===== src/rtl/mem_arb_pkg.sv =====
// Shared types and constants for the unified-memory arbiter.
// Requester 0 is the core, requester 1 is the debug/program loader.
package mem_arb_pkg;

  typedef enum logic [1:0] {
    IDLE    = 2'd0,
    ACCESS  = 2'd1,
    RESPOND = 2'd2
  } arb_state_t;

  localparam int NUM_REQ  = 2;
  localparam int REQ_CORE = 0;
  localparam int REQ_DBG  = 1;

  function automatic logic [NUM_REQ-1:0] req_onehot(input logic idx);
    logic [NUM_REQ-1:0] vec;
    vec      = '0;
    vec[idx] = 1'b1;
    return vec;
  endfunction

endpackage


===== src/rtl/rr_picker.sv =====
// Combinational 2-way winner selection.
// Ties go to the requester that did not win last, unless FIXED_PRIORITY makes index 0 win.
module rr_picker #(
  parameter int FIXED_PRIORITY = 0
) (
  input  logic [1:0] eligible,
  input  logic       last_grant,
  output logic       grant_valid,
  output logic       grant_idx
);

  always_comb begin
    grant_valid = |eligible;
    grant_idx   = 1'b0;
    case (eligible)
      2'b01:   grant_idx = 1'b0;
      2'b10:   grant_idx = 1'b1;
      2'b11:   grant_idx = (FIXED_PRIORITY != 0) ? 1'b0 : ~last_grant;
      default: grant_idx = 1'b0;
    endcase
  end

endmodule


===== src/rtl/mem_arbiter.sv =====
// Arbitrates the single unified memory between the core and the debug loader.
// Each access runs IDLE -> ACCESS -> RESPOND, with a one-cycle response strobe.
module mem_arbiter
  import mem_arb_pkg::*;
#(
  parameter int ADDR_WIDTH     = 32,
  parameter int DATA_WIDTH     = 32,
  parameter int FIXED_PRIORITY = 0
) (
  input  logic                      clk,
  input  logic                      reset,
  input  logic [1:0]                req_valid,
  input  logic [1:0]                req_we,
  input  logic [2*ADDR_WIDTH-1:0]   req_addr,
  input  logic [2*DATA_WIDTH-1:0]   req_wdata,
  input  logic [2*(DATA_WIDTH/8)-1:0] req_wstrb,
  output logic [1:0]                req_ready,
  output logic [1:0]                rsp_valid,
  output logic [DATA_WIDTH-1:0]     rsp_rdata,
  input  logic                      dbg_lock,
  output logic                      mem_en,
  output logic                      mem_we,
  output logic [ADDR_WIDTH-1:0]     mem_addr,
  output logic [DATA_WIDTH-1:0]     mem_wdata,
  output logic [DATA_WIDTH/8-1:0]   mem_wstrb,
  input  logic [DATA_WIDTH-1:0]     mem_rdata,
  output logic                      busy
);

  localparam int STRB_W = DATA_WIDTH / 8;

  arb_state_t state;
  logic       cur;
  logic       cur_we;
  logic       last_grant;

  logic [1:0] eligible;
  logic       win_valid;
  logic       win_idx;

  logic                  sel_we;
  logic [ADDR_WIDTH-1:0] sel_addr;
  logic [DATA_WIDTH-1:0] sel_wdata;
  logic [STRB_W-1:0]     sel_wstrb;

  // The lock only gates new core grants; an in-flight core access finishes.
  assign eligible[REQ_CORE] = req_valid[REQ_CORE] & ~dbg_lock;
  assign eligible[REQ_DBG]  = req_valid[REQ_DBG];

  rr_picker #(
    .FIXED_PRIORITY(FIXED_PRIORITY)
  ) u_picker (
    .eligible   (eligible),
    .last_grant (last_grant),
    .grant_valid(win_valid),
    .grant_idx  (win_idx)
  );

  assign sel_we    = win_idx ? req_we[REQ_DBG] : req_we[REQ_CORE];
  assign sel_addr  = win_idx ? req_addr[2*ADDR_WIDTH-1:ADDR_WIDTH] : req_addr[ADDR_WIDTH-1:0];
  assign sel_wdata = win_idx ? req_wdata[2*DATA_WIDTH-1:DATA_WIDTH] : req_wdata[DATA_WIDTH-1:0];
  assign sel_wstrb = win_idx ? req_wstrb[2*STRB_W-1:STRB_W] : req_wstrb[STRB_W-1:0];

  always_comb begin
    req_ready = '0;
    if (state == IDLE && win_valid) begin
      req_ready = req_onehot(win_idx);
    end
  end

  // Read data arrives from the memory one cycle after mem_en, i.e. during RESPOND.
  always_comb begin
    rsp_rdata = '0;
    if (state == RESPOND && !cur_we) begin
      rsp_rdata = mem_rdata;
    end
  end

  // The mem_* registers double as the payload latch and are only non-zero in ACCESS.
  always_ff @(posedge clk or negedge reset) begin
    if (!reset) begin
      state      <= IDLE;
      cur        <= 1'b0;
      cur_we     <= 1'b0;
      last_grant <= 1'b1;
      busy       <= 1'b0;
      rsp_valid  <= '0;
      mem_en     <= 1'b0;
      mem_we     <= 1'b0;
      mem_addr   <= '0;
      mem_wdata  <= '0;
      mem_wstrb  <= '0;
    end else begin
      case (state)
        IDLE: begin
          if (win_valid) begin
            state     <= ACCESS;
            busy      <= 1'b1;
            cur       <= win_idx;
            cur_we    <= sel_we;
            mem_en    <= 1'b1;
            mem_we    <= sel_we;
            mem_addr  <= sel_addr;
            mem_wdata <= sel_wdata;
            mem_wstrb <= sel_we ? sel_wstrb : '0;
          end
        end
        ACCESS: begin
          state     <= RESPOND;
          rsp_valid <= req_onehot(cur);
          mem_en    <= 1'b0;
          mem_we    <= 1'b0;
          mem_addr  <= '0;
          mem_wdata <= '0;
          mem_wstrb <= '0;
        end
        RESPOND: begin
          state      <= IDLE;
          busy       <= 1'b0;
          rsp_valid  <= '0;
          last_grant <= cur;
        end
        default: begin
          state     <= IDLE;
          busy      <= 1'b0;
          rsp_valid <= '0;
          mem_en    <= 1'b0;
          mem_we    <= 1'b0;
          mem_addr  <= '0;
          mem_wdata <= '0;
          mem_wstrb <= '0;
        end
      endcase
    end
  end

endmodule


===== config.mk =====
export PLATFORM = sky130hd
export DESIGN_NAME = mem_arbiter
export DESIGN_NICKNAME = d
export VERILOG_FILES = /design/src/rtl/mem_arb_pkg.sv /design/src/rtl/rr_picker.sv /design/src/rtl/mem_arbiter.sv
export SDC_FILE = /design/constraint.sdc
export NUM_CORES = 1
export LEC_CHECK = 0
export BUFFER_PORTS_ARGS = -buffer_cell sky130_fd_sc_hd__clkbuf_2
export CORE_ASPECT_RATIO = 0.5
export CORE_MARGIN = 2
export CORE_UTILIZATION = 35
export DETAILED_ROUTE_END_ITERATION = 16
export HOLD_SLACK_MARGIN = 0.1
export PLACE_DENSITY = 0.69
export SKIP_CTS_REPAIR_TIMING = 1
export SYNTH_ARGS = -nofsm -noshare
export SYNTH_HDL_FRONTEND = slang
export SYNTH_SLANG_ARGS = --single-unit
export TNS_END_PERCENT = 10

===== constraint.sdc =====
create_clock -name clk -period 5.15 [get_ports clk]
set_clock_uncertainty 0.2 [all_clocks]
set_input_delay 0 -clock clk [delete_from_list [all_inputs] [get_ports clk]]
set_output_delay 0 -clock clk [all_outputs]
set_load 0.01 [all_outputs]

==> impl_metrics.json <==
{
  "drive_gt1_share_pct": 42.5,
  "cts.path.max_buffers": 2,
  "post_synth_instance_area_um2": 3600,
  "end_kind": "flip-flop",
  "wire_per_inst_um": 15.5,
  "path_cells": "nor2_1 > and3_2 > a22oi_2 > dlygate4sd3_1 > nand2_1 > dlygate4sd3_1",
  "ys_warn_count": 0,
  "wirelength_um": 13300,
  "use_met3_pct": 5.03,
  "nets": 888,
  "p_sw_share_pct": 36.3,
  "outcome": "complete, no violations",
  "synthArstFlopShare_pct": 100,
  "die_w_um": 147,
  "cp_max_fo": 66,
  "dieArea_um2": 11200,
  "worstMarginPinSlew_ps": 1270,
  "cp_common_cell": "dlygate4sd3_1",
  "p_sw_mw": 1.12,
  "hold_viol": 0,
  "ant_nets": 0,
  "grt_max_degree": 79,
  "gp_congestion": 0.742,
  "synthTopCellsByArea": "dfrtp_1, a22o_1, a21o_1, and2_1, mux2i_1",
  "grt_usage_pct": 17.6,
  "hp-class": "primary input to flip-flop",
  "use_met2_pct": 31.7,
  "initial_core_util_pct": 35.6,
  "maxSlewViolCount": 0,
  "synth_top_cell_by_area": "dfrtp_1",
  "dp_hpwl_um": 7650,
  "crit_slowest_cell": "and3_2",
  "slowest_delay_ps": 1050,
  "synth-main-ff-cell": "dfrtp_1",
  "vias": 4083,
  "clock_sink_count": 78,
  "p_int_mw": 1.97,
  "synth-seq-area-share_pct": 54.3,
  "num_rows": 26,
  "whs_ps": 28.4,
  "p_leak_nw": 4.14,
  "combPwrFrac_pct": 47.5,
  "gr-total-overflow": 0,
  "vdd_drop_max_uv": 201,
  "die_h_um": 75.7,
  "ys_types": 24,
  "antenna_found_initial": 0,
  "maxSlewHeadroom_pct": 15.1,
  "antenna_cells": 0,
  "core_um2": 10100,
  "worst_setup_path_start_kind": "flip-flop",
  "syn-num-nets": 477,
  "rsz0062_at_grt": "no",
  "crit_type": "flip-flop to flip-flop",
  "fmax_mhz": 295,
  "insertion_delay_ps": 330,
  "final_cell_area_um2": 6760,
  "pwr-share-clk_pct": 18.2,
  "ios": 282,
  "synth_common_cells": "dfrtp_1, a21o_1, a22o_1",
  "postLayoutCoreUtil_pct": 66.8,
  "syn_inst": 302,
  "drt-pass1-iter-count": 4,
  "yosysTopAreaCellShare_pct": 53.6,
  "htree_levels": 3,
  "setup_viol": 0,
  "root_buffer": "clkbuf_16",
  "portBuffers": 281,
  "grt_use_met1_pct": 20.4,
  "tns_ps": 0,
  "cts_tree": "yes",
  "drc": 0,
  "placed_area_um2": 5080,
  "grt_pass1_vias": 3162,
  "initialDrtViolationCount": 146,
  "top_usage_layer": "met2",
  "synth_edf_count": 0,
  "finalCritPeriodShare_pct": 65.8,
  "power_density_nw_per_um2": 458,
  "seqPwrFrac_pct": 34.3,
  "crit_required_ps": 5220,
  "synth.avg_cell_area_um2": 11.9,
  "numCtsBuffers": 9,
  "drv_cap": 0,
  "drt-vias-per-instance": 4.76,
  "period_minus_slack_ps": 3390,
  "yosysMostFrequentCell": "dfrtp_1",
  "ys_ff_latch": 78,
  "multi_input_area_um2": 1500,
  "grt_first_pass_wirelength_um": 15200,
  "arrival_ps": 3460,
  "clk_pin_slew_worst_paths_ps": 60,
  "seqCellArea_um2": 1950,
  "area_growth_syn_to_layout_pct": 87.8,
  "fillers": 768
}
[stage by stage]
stage	cells	power, mW	setup WS, ps
2_1_floorplan	302	1.75	3400
3_3_place_gp	700	2.25	2770
3_5_place_dp	700	2.27	2710
4_1_cts	715	2.84	2420
5_1_grt	857	3.29	1560
6_report	857	3.09	1760
[final timing paths]
check / from / end / slack [ps] / cells past startpoint
min reg2reg: mem_addr[18]$_DFFE_PN0P_ / mem_addr[18]$_DFFE_PN0P_ / 270 / 1
max reg2reg: state[0]$_DFFE_PN0N_ / cur_we$_DFFE_PN0N_ / 1760 / 6
min: req_valid[0] / busy$_DFFE_PN0P_ / 30 / 4
max in group asynchronous: reset / mem_wdata[17]$_DFFE_PN0P_ / 3930 / 2
min in group asynchronous: reset / mem_addr[17]$_DFFE_PN0P_ / 170 / 2
max: state[0]$_DFFE_PN0N_ / cur_we$_DFFE_PN0N_ / 1760 / 6
[area by class of cell]
class                           count  share of cell area, %
Timing Repair Buffer              426                   42.2
Clock inverter                      5                  0.407
Tap cell                          140                   2.59
Clock buffer                       10                   3.39
Inverter                            5                  0.278
Sequential cell                    78                   28.9
Multi-Input combinational cell    193                   22.2
[cell usage in the layout, fill, tap and decap left out, drive strengths merged, types with 4 or more instances in the layout]
master and n:
dlygate4sd3 142, mux2i 6, buf 4, and2 32
clkbuf 290, inv 5, nand2 4, dfrtp 77
o2bb2ai 4, nor2 5, a21o 65, a22o 64
clkinv 4
[cell families after synthesis]
kind of cell | Yosys count | synth area share [%]
muxes | 6 | 1.67
and+or+nand+nor | 46 | 7.41
DFF | 78 | 54.3
AOI/OAI and AO/OA | 141 | 32.3
buffers and inverters | 31 | 4.31
[sequential cells by signal, indices dropped and copies added (netlist names), 2 cells and up]
signal	count
mem_wstrb	4
state	2
rsp_valid	2
mem_addr	32
mem_wdata	32
[layer usage]
layer | share of wire [%] | wire length [um] | vias to the layer above
met5 | 0 | 0 | -
met4 | 2.7 | 357 | 0
met3 | 4.5 | 604 | 31
met2 | 54 | 7200 | 149
met1 | 39 | 5150 | 1968
li1 | - | - | 1935
[critical path: cells and delay by family (launching register included)]
kind,cells,cell delay (ps)
AOI/OAI and AO/OA,1,70
buffers and inverters,2,1250
DFF,1,500
and+or+nand+nor,3,1290
[power by group through the flow]
stage                     registers (mW)  clock network [mW]  logic, mW
after floorplan                     1.16                   0      0.596
after global placement              1.06                   0       1.19
after detailed placement            1.06                   0       1.21
after CTS                           1.05               0.573       1.21
after global routing                1.10               0.600       1.59
final                               1.06               0.563       1.47
(Power assumes the default switching activity.)
